<file path="config.mk">
export PLATFORM = sky130hd
export DESIGN_NAME = boot_loader
export DESIGN_NICKNAME = d
export VERILOG_FILES = /design/src/rtl/boot_pkg.sv /design/src/rtl/boot_loader.sv
export SDC_FILE = /design/constraint.sdc
export NUM_CORES = 1
export LEC_CHECK = 0
export BUFFER_PORTS_ARGS = -buffer_cell sky130_fd_sc_hd__buf_2
export CAP_MARGIN = 40
export CORE_UTILIZATION = 25
export DETAILED_ROUTE_END_ITERATION = 6
export PLACE_DENSITY_LB_ADDON = 0.08
export SLEW_MARGIN = 25
export SYNTH_ARGS = -nofsm -noshare
export SYNTH_HDL_FRONTEND = slang
export SYNTH_SLANG_ARGS = --single-unit
</file>
<file path="constraint.sdc">
create_clock -name clk -period 3.8 [get_ports clk]
set_input_delay 0.38 -clock clk [delete_from_list [all_inputs] [get_ports clk]]
set_output_delay 0.38 -clock clk [all_outputs]
set_load 0.02 [all_outputs]
</file>
<file path="src/rtl/boot_pkg.sv">
// rtl/boot_pkg.sv - shared state encoding and frame constants for boot_loader
package boot_pkg;

  typedef enum logic [2:0] {
    ST_IDLE   = 3'd0,
    ST_LEN_LO = 3'd1,
    ST_LEN_HI = 3'd2,
    ST_DATA   = 3'd3,
    ST_CSUM   = 3'd4,
    ST_FIN    = 3'd5,
    ST_DONE   = 3'd6,
    ST_ERROR  = 3'd7
  } boot_state_t;

  localparam logic [7:0] BOOT_MAGIC     = 8'hA5;
  localparam int         BOOT_LEN_BYTES = 2;
  localparam logic [3:0] BOOT_WORD_ENB  = 4'hF;

  // The loader takes bytes only while a frame can still be in progress.
  function automatic logic accepts_bytes(input boot_state_t st);
    return (st == ST_IDLE) || (st == ST_LEN_LO) || (st == ST_LEN_HI) ||
           (st == ST_DATA) || (st == ST_CSUM);
  endfunction

endpackage

</file>
<file path="src/rtl/boot_loader.sv">
// rtl/boot_loader.sv - byte-stream program loader for instruction memory (option: BOOT_CHECKSUM_EN)
module boot_loader
  import boot_pkg::*;
#(
  parameter int ADDR_BITS = 10
) (
  input  logic        clk,
  input  logic        rst,
  input  logic        rx_valid,
  input  logic [7:0]  rx_data,
  output logic        rx_ready,
  input  logic        boot_req,
  output logic [3:0]  mem_w_enb,
  output logic [31:0] mem_addr,
  output logic [31:0] mem_w_data,
  output logic        core_rst,
  output logic        done,
  output logic        error
);

  localparam logic [31:0] CAP_WORDS = 32'd1 << (ADDR_BITS - 2);

`ifdef BOOT_CHECKSUM_EN
  localparam boot_state_t AFTER_DATA = ST_CSUM;
`else
  localparam boot_state_t AFTER_DATA = ST_FIN;
`endif

  boot_state_t state;
  logic [15:0] n_words;
  logic [15:0] word_idx;
  logic [1:0]  byte_cnt;
  logic [23:0] shift_reg;
`ifdef BOOT_CHECKSUM_EN
  logic [7:0]  sum;
`endif

  logic        take;
  logic [15:0] len_new;

  // Length high byte arrives on the wire while the low byte sits in n_words.
  assign len_new  = {rx_data, n_words[7:0]};
  assign rx_ready = accepts_bytes(state);
  assign take     = rx_valid && rx_ready;

  // Frame parser, word assembler and registered memory/core control.
  always_ff @(posedge clk or posedge rst) begin
    if (rst) begin
      state      <= ST_IDLE;
      n_words    <= 16'd0;
      word_idx   <= 16'd0;
      byte_cnt   <= 2'd0;
      shift_reg  <= 24'd0;
`ifdef BOOT_CHECKSUM_EN
      sum        <= 8'd0;
`endif
      mem_w_enb  <= 4'h0;
      mem_addr   <= 32'd0;
      mem_w_data <= 32'd0;
      core_rst   <= 1'b1;
      done       <= 1'b0;
      error      <= 1'b0;
    end else begin
      // Write strobe is a single-cycle pulse; address and data hold.
      mem_w_enb <= 4'h0;
      case (state)
        ST_IDLE: begin
          if (take && rx_data == BOOT_MAGIC) state <= ST_LEN_LO;
        end
        ST_LEN_LO: begin
          if (take) begin
            n_words[7:0] <= rx_data;
            state        <= ST_LEN_HI;
          end
        end
        ST_LEN_HI: begin
          if (take) begin
            n_words <= len_new;
            if (32'(len_new) > CAP_WORDS) begin
              state <= ST_ERROR;
              error <= 1'b1;
            end else if (len_new == 16'd0) begin
              state <= AFTER_DATA;
            end else begin
              state <= ST_DATA;
            end
          end
        end
        ST_DATA: begin
          if (take) begin
            shift_reg <= {rx_data, shift_reg[23:8]};
            byte_cnt  <= byte_cnt + 2'd1;
`ifdef BOOT_CHECKSUM_EN
            sum       <= sum + rx_data;
`endif
            if (byte_cnt == 2'd3) begin
              mem_w_enb  <= BOOT_WORD_ENB;
              mem_addr   <= {14'd0, word_idx, 2'b00};
              mem_w_data <= {rx_data, shift_reg};
              word_idx   <= word_idx + 16'd1;
              if (word_idx + 16'd1 == n_words) state <= AFTER_DATA;
            end
          end
        end
`ifdef BOOT_CHECKSUM_EN
        ST_CSUM: begin
          if (take) begin
            if (rx_data == sum) begin
              state <= ST_FIN;
            end else begin
              state <= ST_ERROR;
              error <= 1'b1;
            end
          end
        end
`endif
        ST_FIN: begin
          state    <= ST_DONE;
          done     <= 1'b1;
          core_rst <= 1'b0;
        end
        ST_DONE, ST_ERROR: begin
          if (boot_req) begin
            state    <= ST_IDLE;
            core_rst <= 1'b1;
            done     <= 1'b0;
            error    <= 1'b0;
            word_idx <= 16'd0;
            byte_cnt <= 2'd0;
`ifdef BOOT_CHECKSUM_EN
            sum      <= 8'd0;
`endif
          end
        end
        default: state <= ST_IDLE;
      endcase
    end
  end

endmodule

</file>
======== Word-level counts from Yosys, hierarchy flattened ========
Cells that the tools add are included.
word-level totals
  register bits ........................... 116
  input bits .............................. 12
  output and inout bits ................... 72
  logic and storage cells ................. 84
operators by class
  add/sub/neg operators ................... 2
  $lt $le $gt $ge ......................... 1
  equality and inequality tests ........... 18
  multiplexer cells ....................... 29
  bitwise operators ....................... 1
  reductions and logical operators ........ 21
operators by type and width
  kind                                                                              count
  16-bit 2-to-1 mux                                                                 3
  16-bit one-hot mux with 2 select lines                                            1
  3-bit 2-to-1 mux                                                                  9
  3-bit one-hot mux with 6 select lines                                             1
  16-bit by 1-bit adder with 16-bit output, second input constant                   1
  16-bit == test                                                                    1
  16-bit by 9-bit greater-than comparator with 1-bit output, second input constant  1
  16-bit logical NOT                                                                1
  8-bit one-hot mux with 2 select lines                                             1
  3-bit == test, second input constant                                              4
  4-bit 2-to-1 mux                                                                  3
  3-bit AND reduction                                                               3
  8-bit == test, second input constant                                              1
  8-bit 2-to-1 mux                                                                  1
  2-bit by 1-bit inequality test with 1-bit output, second input constant           4
  2-bit inequality test, second input constant                                      4
  4-bit AND reduction                                                               2
  7-bit AND reduction                                                               1
  3-bit by 2-bit == test with 1-bit output, second input constant                   2
  1-bit one-hot mux with 2 select lines                                             3
  2-bit AND reduction                                                               3
  2-bit nonzero test                                                                3
  1-bit logical OR                                                                  4
  1-bit 2-to-1 mux                                                                  4
  other kinds (9)                                                                   11

======== Longest topological paths before layout ========
Gate-level depths: netlist of run 1.
  depth after elaboration ................. 9
  mapped depth ............................ 10

======== Worst setup path after synthesis of run 1 ========
No wires, ideal clock.
  path kind ............................... register to register
  from .................................... reg word_idx[0]
  to ...................................... reg state[1]
  setup time .............................. 124 ps
  data arrival time ....................... 1,930 ps
  slack ................................... 1,746 ps
  cell stages (with the launch flop) ...... 9
  path buffers ............................ 1
  period minus slack after synthesis ...... 2,054 ps
  cells stage by stage .................... dfrtp_1 ha_1 buf_2 nand3_1 nor2_2 nand4_1 a221oi_1 a21boi_1 a211o_1
on the way
  longest elaborated chain between the ends .. 4
RTL lines
  element                                                            line                RTL
  start: declaration                                                 boot_loader.sv:31   logic [15:0] word_idx;
  start signal: assignment                                           boot_loader.sv:100  word_idx <= word_idx + 16'd1;
  16-bit by 1-bit adder with 16-bit output                           boot_loader.sv:101  if (word_idx + 16'd1 == n_words) state <= AFTER_DATA;
  16-bit == test                                                     boot_loader.sv:101
  2-bit by 1-bit inequality test with 1-bit output (no source line)  n/a
  7-bit AND reduction (no source line)                               n/a
  end signal: assignment                                             boot_loader.sv:101
  end signal: assignment                                             boot_loader.sv:118  state <= ST_DONE;
  end signal: assignment                                             boot_loader.sv:124  state <= ST_IDLE;
  end: declaration                                                   boot_loader.sv:29   boot_state_t state;
No other way between the ends.
A chain may end at the register's enable or synchronous reset.

======== Final worst setup path of run 1 ========
  from .................................... reg state[1]
  to ...................................... reg mem_w_data[12]
on the way
  longest elaborated chain between the ends .. 7
  elaborated cells on any way between the ends .. 11
RTL lines
  element                                                                        line               RTL
  start signal: assignment                                                       boot_loader.sv:49  state <= ST_IDLE;
  start signal: assignment                                                       boot_loader.sv:68  if (take && rx_data == BOOT_MAGIC) state <= ST_LEN_LO;
  start signal: assignment                                                       boot_loader.sv:73  state <= ST_LEN_HI;
  3-bit by 1-bit == test with 1-bit output or 3-bit logical NOT (tied branches)  boot_pkg.sv:21     return (st == ST_IDLE) || (st == ST_LEN_LO) || (st == ST_LEN_HI) ||
  1-bit logical OR (3 in a row)                                                  boot_pkg.sv:21
  1-bit logical OR                                                               boot_pkg.sv:22     (st == ST_DATA) || (st == ST_CSUM);
  1-bit logical AND                                                              boot_loader.sv:44  assign take = rx_valid && rx_ready;
  3-bit AND reduction (no source line) (*)                                       n/a
  end signal: assignment                                                         boot_loader.sv:99  mem_w_data <= {rx_data, shift_reg};
  end: declaration                                                               boot_loader.sv:15  output logic [31:0] mem_w_data,
Every way passes the cells marked *; elsewhere a longest branch is shown, timed or not.

==> impl_metrics.yaml, run 1 <==
run_status:
  status: "completed"
critical_path:
  worstSetupPathType: "flop to flop"
  crit_path_max_incr_delay_ps: 580
  r2r-end: "mem_w_data[12]$_DFFE_PP0P_"
  rr_startpoint: "state[1]$_DFFE_PP0P_"
  cpLargestDelayFamily: "buffers and inverters"
  path_buf_inv: 3
  crit_slowest_cell: "dfrtp_1"
  crit_chain: "and3b_1, and2_1, buf_4, nand2_2, inv_2, buf_4, nand2_1, nand2_1"
  regToRegSetupSlack_ps: 1240
  crit_path_start_kind: "flop"
  rr_worst_depth: 8
  cp_data_arrival_time_ps: 2910
  cp-end-kind: "flop"
  cp.required_ps: 4150
  crit_path_max_fanout: 39
worst_hold_path:
  hold_class: "input pin to flop"
  min_from: "rx_data[6]"
  hold_path_depth: 3
  hold_path_end: "mem_w_data[30]$_DFFE_PP0P_"
cells_and_area:
  finalNetCount: 655
  largest_reg_flops: 32
  layout_commonest_cell: "nand2_1"
  seq_area_um2: 2830
  syn_to_final_growth_pct: 21.5
  multi_input_area_um2: 2230
  antenna_cells: 0
  nFillCells: 2136
  drive_gt1_share_pct: 20.6
  layout_common_cells: "nand2_1 (238), dfrtp_1 (112), buf_2 (67), o21ai_0 (28)"
floorplan:
  core.rowCount: 52
  die_w_um: 148
  die_h_um: 148
  dieArea_um2: 21800
  io-pin-count: 84
  initial_core_util_pct: 25.9
  fp.coreArea_um2: 20500
grt:
  busiest_layer: "met2"
  gr-usage-met1_pct: 20.1
  grt_max_degree: 67
  globalRouteOverflowTotal: 0
  grtUsageMet2_pct: 21.5
  grt_usage_pct: 14.4
  grt.met3_usage_pct: 3.58
  antenna_found_initial: 0
  grt_pass1_vias: 4144
  grt_pass1_wl_mm: 23.8
routing:
  detail-route-antenna-nets: 0
  wl_per_cell_um: 15.6
  dr.pass1.iters: 4
  vias_per_cell: 4.41
  vias: 4073
  drc: 0
  routed_wl_mm: 14.4
  drtIter0Drc: 291
synthesis:
  yosys_warnings: 0
  avgSynthCellArea_um2: 9.10
  synth_cell_types: 56
  ys_async_sr_fraction_pct: 100
  synth-edff-count: 0
  synth.top_cells.by_area: "dfrtp_1 (53%), nand2_1 (17%), mux2_2 (3.6%), buf_4 (2.8%), o21ai_0 (2.6%)"
  synthCells: 582
  synth_top_area_share_pct: 52.9
  yosysSeqAreaShare_pct: 53.4
  yosysTopAreaCell: "dfrtp_1"
  ys_seq_elements: 113
  synth_ff_type: "dfrtp_1"
  syn_area_um2: 5300
cts:
  cts_hold_buf: 1
  path_clk_slew_ps: 60
  numCtsBuffers: 17
  cts_setup_buffers: 0
  cts_max_path_buffers: 2
  clock_sinks: 113
  cts_root_buffer: "clkbuf_16"
  ctsResizeCount: 0
  clock_latency_ps: 420
  cts_tree: "built"
  htreeDepth: 4
timing:
  setup_ws_ps: 1240
  period_needed_ps: 2560
  worstMarginPinSlew_ps: 737
  setup_tns_ps: 0
  finalCritPeriodShare_pct: 67.3
  final_hold_viol_count: 0
  clock_skew_ps: 9.15
  timing.hold.ws_ps: 262
  rsz0062_at_grt: "false"
  maxSlewViolCount: 0
  slew_headroom_pct: 50.8
  max_freq_mhz: 391
  finalSetupViolCount: 0
place:
  hpwl_mm: 9.97
  routabilityCongestion: 0.795
  port_buffers: 67
  dpl_worst_slack_ps: 1160
pwr:
  ir_drop_mv: 0.339
  powerDensity_nw_per_um2: 773
  power_w: 0.00498
  p_leak_nw: 3.26
flow_run:
  drv_cap: 0
[per-stage QoR]
| stage | utilization (%) | cell area [um^2] | instances |
|---|---|---|---|
| CTS | 31.4 | 6440 | 924 |
| floorplan | - | 5360 | 597 |
| global placement | 28.3 | 5790 | 889 |
| detailed placement | 28.5 | 5830 | 891 |
| finish | 31.4 | 6440 | 924 |
| global route | 31.4 | 6440 | 924 |
[cell usage after synthesis (4+ instances only)]
cell type    n
xor2_1      10
dfrtp_1    112
buf_4       20
xnor2_1     10
o21ai_0     28
nand2_1    239
a21oi_1     10
a31oi_1      6
nand4_1      4
nor4_2       4
nand3_1     10
o31ai_1      4
inv_1        5
buf_2       14
clkbuf_1    14
nor2_1      14
mux2_2      17
[worst min-delay path: cells and delay by family]
kind | cells | cell delay (ps)
buffers and inverters | 1 | 150
and+or+nand+nor | 2 | 110
[layout make-up]
| class | instances | area share [%] |
|---|---|---|
| flip-flops and latches | 113 | 43.9 |
| multi-input cells | 428 | 34.6 |
| clock buffers | 21 | 7.15 |
| repair buffers | 75 | 6.61 |
| well taps | 270 | 5.25 |
| clock inverters | 11 | 2.12 |
| inverters | 6 | 0.389 |
[layer usage]
metal  vias to the layer above  wire [um]
met5                         -          0
met4                         0        183
met3                        16        623
met2                        92       6410
met1                      1950       7190
li1                       2015          -
[power by group]
group	switching [W]	internal (W)	total, W
Combinational	0.000890	0.000555	0.00144
Clock	0.000556	0.00106	0.00161
Sequential	0.000328	0.00159	0.00192
[worst max path at each step]
stage,from,end,depth (start not counted)
after floorplan,rst,byte_cnt[0]$_DFFE_PP0P_,1
after global placement,state[1]$_DFFE_PP0P_,mem_w_data[12]$_DFFE_PP0P_,8
after detailed placement,state[1]$_DFFE_PP0P_,mem_w_data[12]$_DFFE_PP0P_,8
after CTS,state[1]$_DFFE_PP0P_,mem_w_data[12]$_DFFE_PP0P_,8
after global routing,state[1]$_DFFE_PP0P_,mem_w_data[12]$_DFFE_PP0P_,8
final,state[1]$_DFFE_PP0P_,mem_w_data[12]$_DFFE_PP0P_,8
[cells by family (layout without fill, tap and decap cells)]
| logic type | count (synthesis) | count (layout) | synth area share [%] |
|---|---|---|---|
| and+or+nand+nor | 301 | 301 | 24.8 |
| AOI/OAI and AO/OA | 69 | 69 | 8.03 |
| buffers and inverters | 56 | 113 | 5.71 |
| other | 1 | 16 | 0.0708 |
| xor gates and xnor gates | 20 | 20 | 3.31 |
| DFF | 113 | 113 | 53.4 |
| adders and majority gates | 2 | 2 | 0.472 |
| muxes | 20 | 20 | 4.18 |
Power figures use the tool's default switching activity.
==> inputs of run 2 (changes only) <==
- clock period: 3.8 -> 2.4 ns (I/O delays scaled with it)
==> run 2 against run 1 <==
Against the previous run:
- non-clock buffer count is 9 higher
- critical endpoint is now state[1]$_DFFE_PP0P_
- sequential power is 57% higher
- register-to-register slack worse by 990 ps
- worst setup slack worse by 990 ps
==> impl_metrics.yaml, run 2 (synthesized netlist as in run 1, its figures left out) <==
cts:
  cts_root_buffer: "clkbuf_16"
  cts_setup_buffers: 0
  cts_max_path_buffers: 2
  path_clk_slew_ps: 50
  clock_sinks: 113
  htreeDepth: 4
  cts_hold_buf: 1
  ctsResizeCount: 0
  numCtsBuffers: 17
  cts_tree: "built"
  clock_latency_ps: 410
routing:
  routed_wl_mm: 14.5
  drc: 0
  vias: 4088
  wl_met3_um: 618
  drtIter0Drc: 260
  dr.pass1.iters: 4
  highest_layer: "met4"
  drt-met1-wl_mm: 7.45
  wl_per_cell_um: 15.5
  detail-route-antenna-nets: 0
  vias_per_cell: 4.38
  wl_met2_mm: 6.20
timing:
  slew_headroom_pct: 59.5
  setup_ws_ps: 252
  timing.hold.ws_ps: 114
  maxSlewViolCount: 0
  period_needed_ps: 2150
  finalSetupViolCount: 0
  rsz0062_at_grt: "false"
  worstMarginPinSlew_ps: 607
  final_hold_viol_count: 0
  finalCritPeriodShare_pct: 89.5
  max_freq_mhz: 466
  clock_skew_ps: 5.75
  setup_tns_ps: 0
floorplan:
  core.rowCount: 52
  fp.coreArea_um2: 20500
  initial_core_util_pct: 25.9
  die_h_um: 148
  io-pin-count: 84
  die_w_um: 148
  dieArea_um2: 21800
grt:
  grt_pass1_vias: 4174
  antenna_found_initial: 0
  grt_pass1_wl_mm: 23.7
  globalRouteOverflowTotal: 0
  grt_usage_pct: 14.3
  grt_max_degree: 67
place:
  hpwl_mm: 9.89
  dpl_worst_slack_ps: 274
  place_area_um2: 5910
  routabilityCongestion: 0.828
  port_buffers: 67
cells_and_area:
  layout_commonest_cell: "nand2_1"
  largest_reg_flops: 32
  design_area_um2: 6590
  syn_to_final_growth_pct: 24.3
  utilization_pct: 32.1
  drive_gt1_share_pct: 21.7
  finalNetCount: 664
  antenna_cells: 0
  layout_common_cells: "nand2_1 (238), dfrtp_1 (112), buf_2 (67), o21ai_0 (28)"
flow_run:
  drv_cap: 0
critical_path:
  rr_startpoint: "word_idx[8]$_DFFE_PP0P_"
  cp-end-kind: "flop"
  worstSetupPathType: "flop to flop"
  crit_path_start_kind: "flop"
  cp.required_ps: 2690
  rr_worst_depth: 6
  r2r-end: "state[1]$_DFFE_PP0P_"
  regToRegSetupSlack_ps: 250
  crit_path_max_fanout: 9
  cp_data_arrival_time_ps: 2440
  startpoint: "word_idx[8]$_DFFE_PP0P_"
worst_hold_path:
  min_from: "rx_data[6]"
  hold_path_end: "mem_w_data[30]$_DFFE_PP0P_"
  hold_path_depth: 3
  hold_class: "input pin to flop"
pwr:
  ir_drop_mv: 0.549
  p_leak_nw: 3.33
  powerDensity_nw_per_um2: 1250
run_status:
  status: "completed"
run 2: layer usage:
layer  global-route usage (%)  up-vias
li1                         -     2026
met1                     20.8     1956
met2                     20.3       90
met3                     3.46       16
met4                     5.10        0
met5                        0        -
run 2: stage by stage:
step                      power, W  cells
after global routing       0.00877    933
after detailed placement   0.00544    900
final                      0.00821    933
after floorplan            0.00462    597
after global placement     0.00543    900
after CTS                  0.00834    933
run 2: power breakdown:
part / leakage (nW) / internal [W] / switching, W / total [W]
logic: 1.54 / 0.000901 / 0.00146 / 0.00236
registers: 1.47 / 0.00252 / 0.000496 / 0.00302
clock network: 0.323 / 0.00195 / 0.000879 / 0.00283
run 2: cell type report:
type,count,area (um^2)
Clock buffer,23,488
Clock inverter,9,176
Fill cell,2202,13900
Inverter,6,26.3
Multi-Input combinational cell,428,2230
Sequential cell,113,2830
Tap cell,270,338
Timing Repair Buffer,84,503
run 2: critical path, stage by stage (launching register included):
cell	delay (ps)
dfrtp_1	500
nand4_2	250
nor2_1	360
nand4_1	140
a221oi_1	430
a21boi_1	110
a211o_1	240
run 2: worst max path at each step:
stage / end / slack [ps] / depth (start not counted)
after global routing: state[1]$_DFFE_PP0P_ / 60 / 6
final: state[1]$_DFFE_PP0P_ / 250 / 6
after detailed placement: state[1]$_DFFE_PP0P_ / 270 / 6
after CTS: state[1]$_DFFE_PP0P_ / 250 / 6
after floorplan: state[1]$_DFFE_PP0P_ / 350 / 8
after global placement: state[1]$_DFFE_PP0P_ / 370 / 6
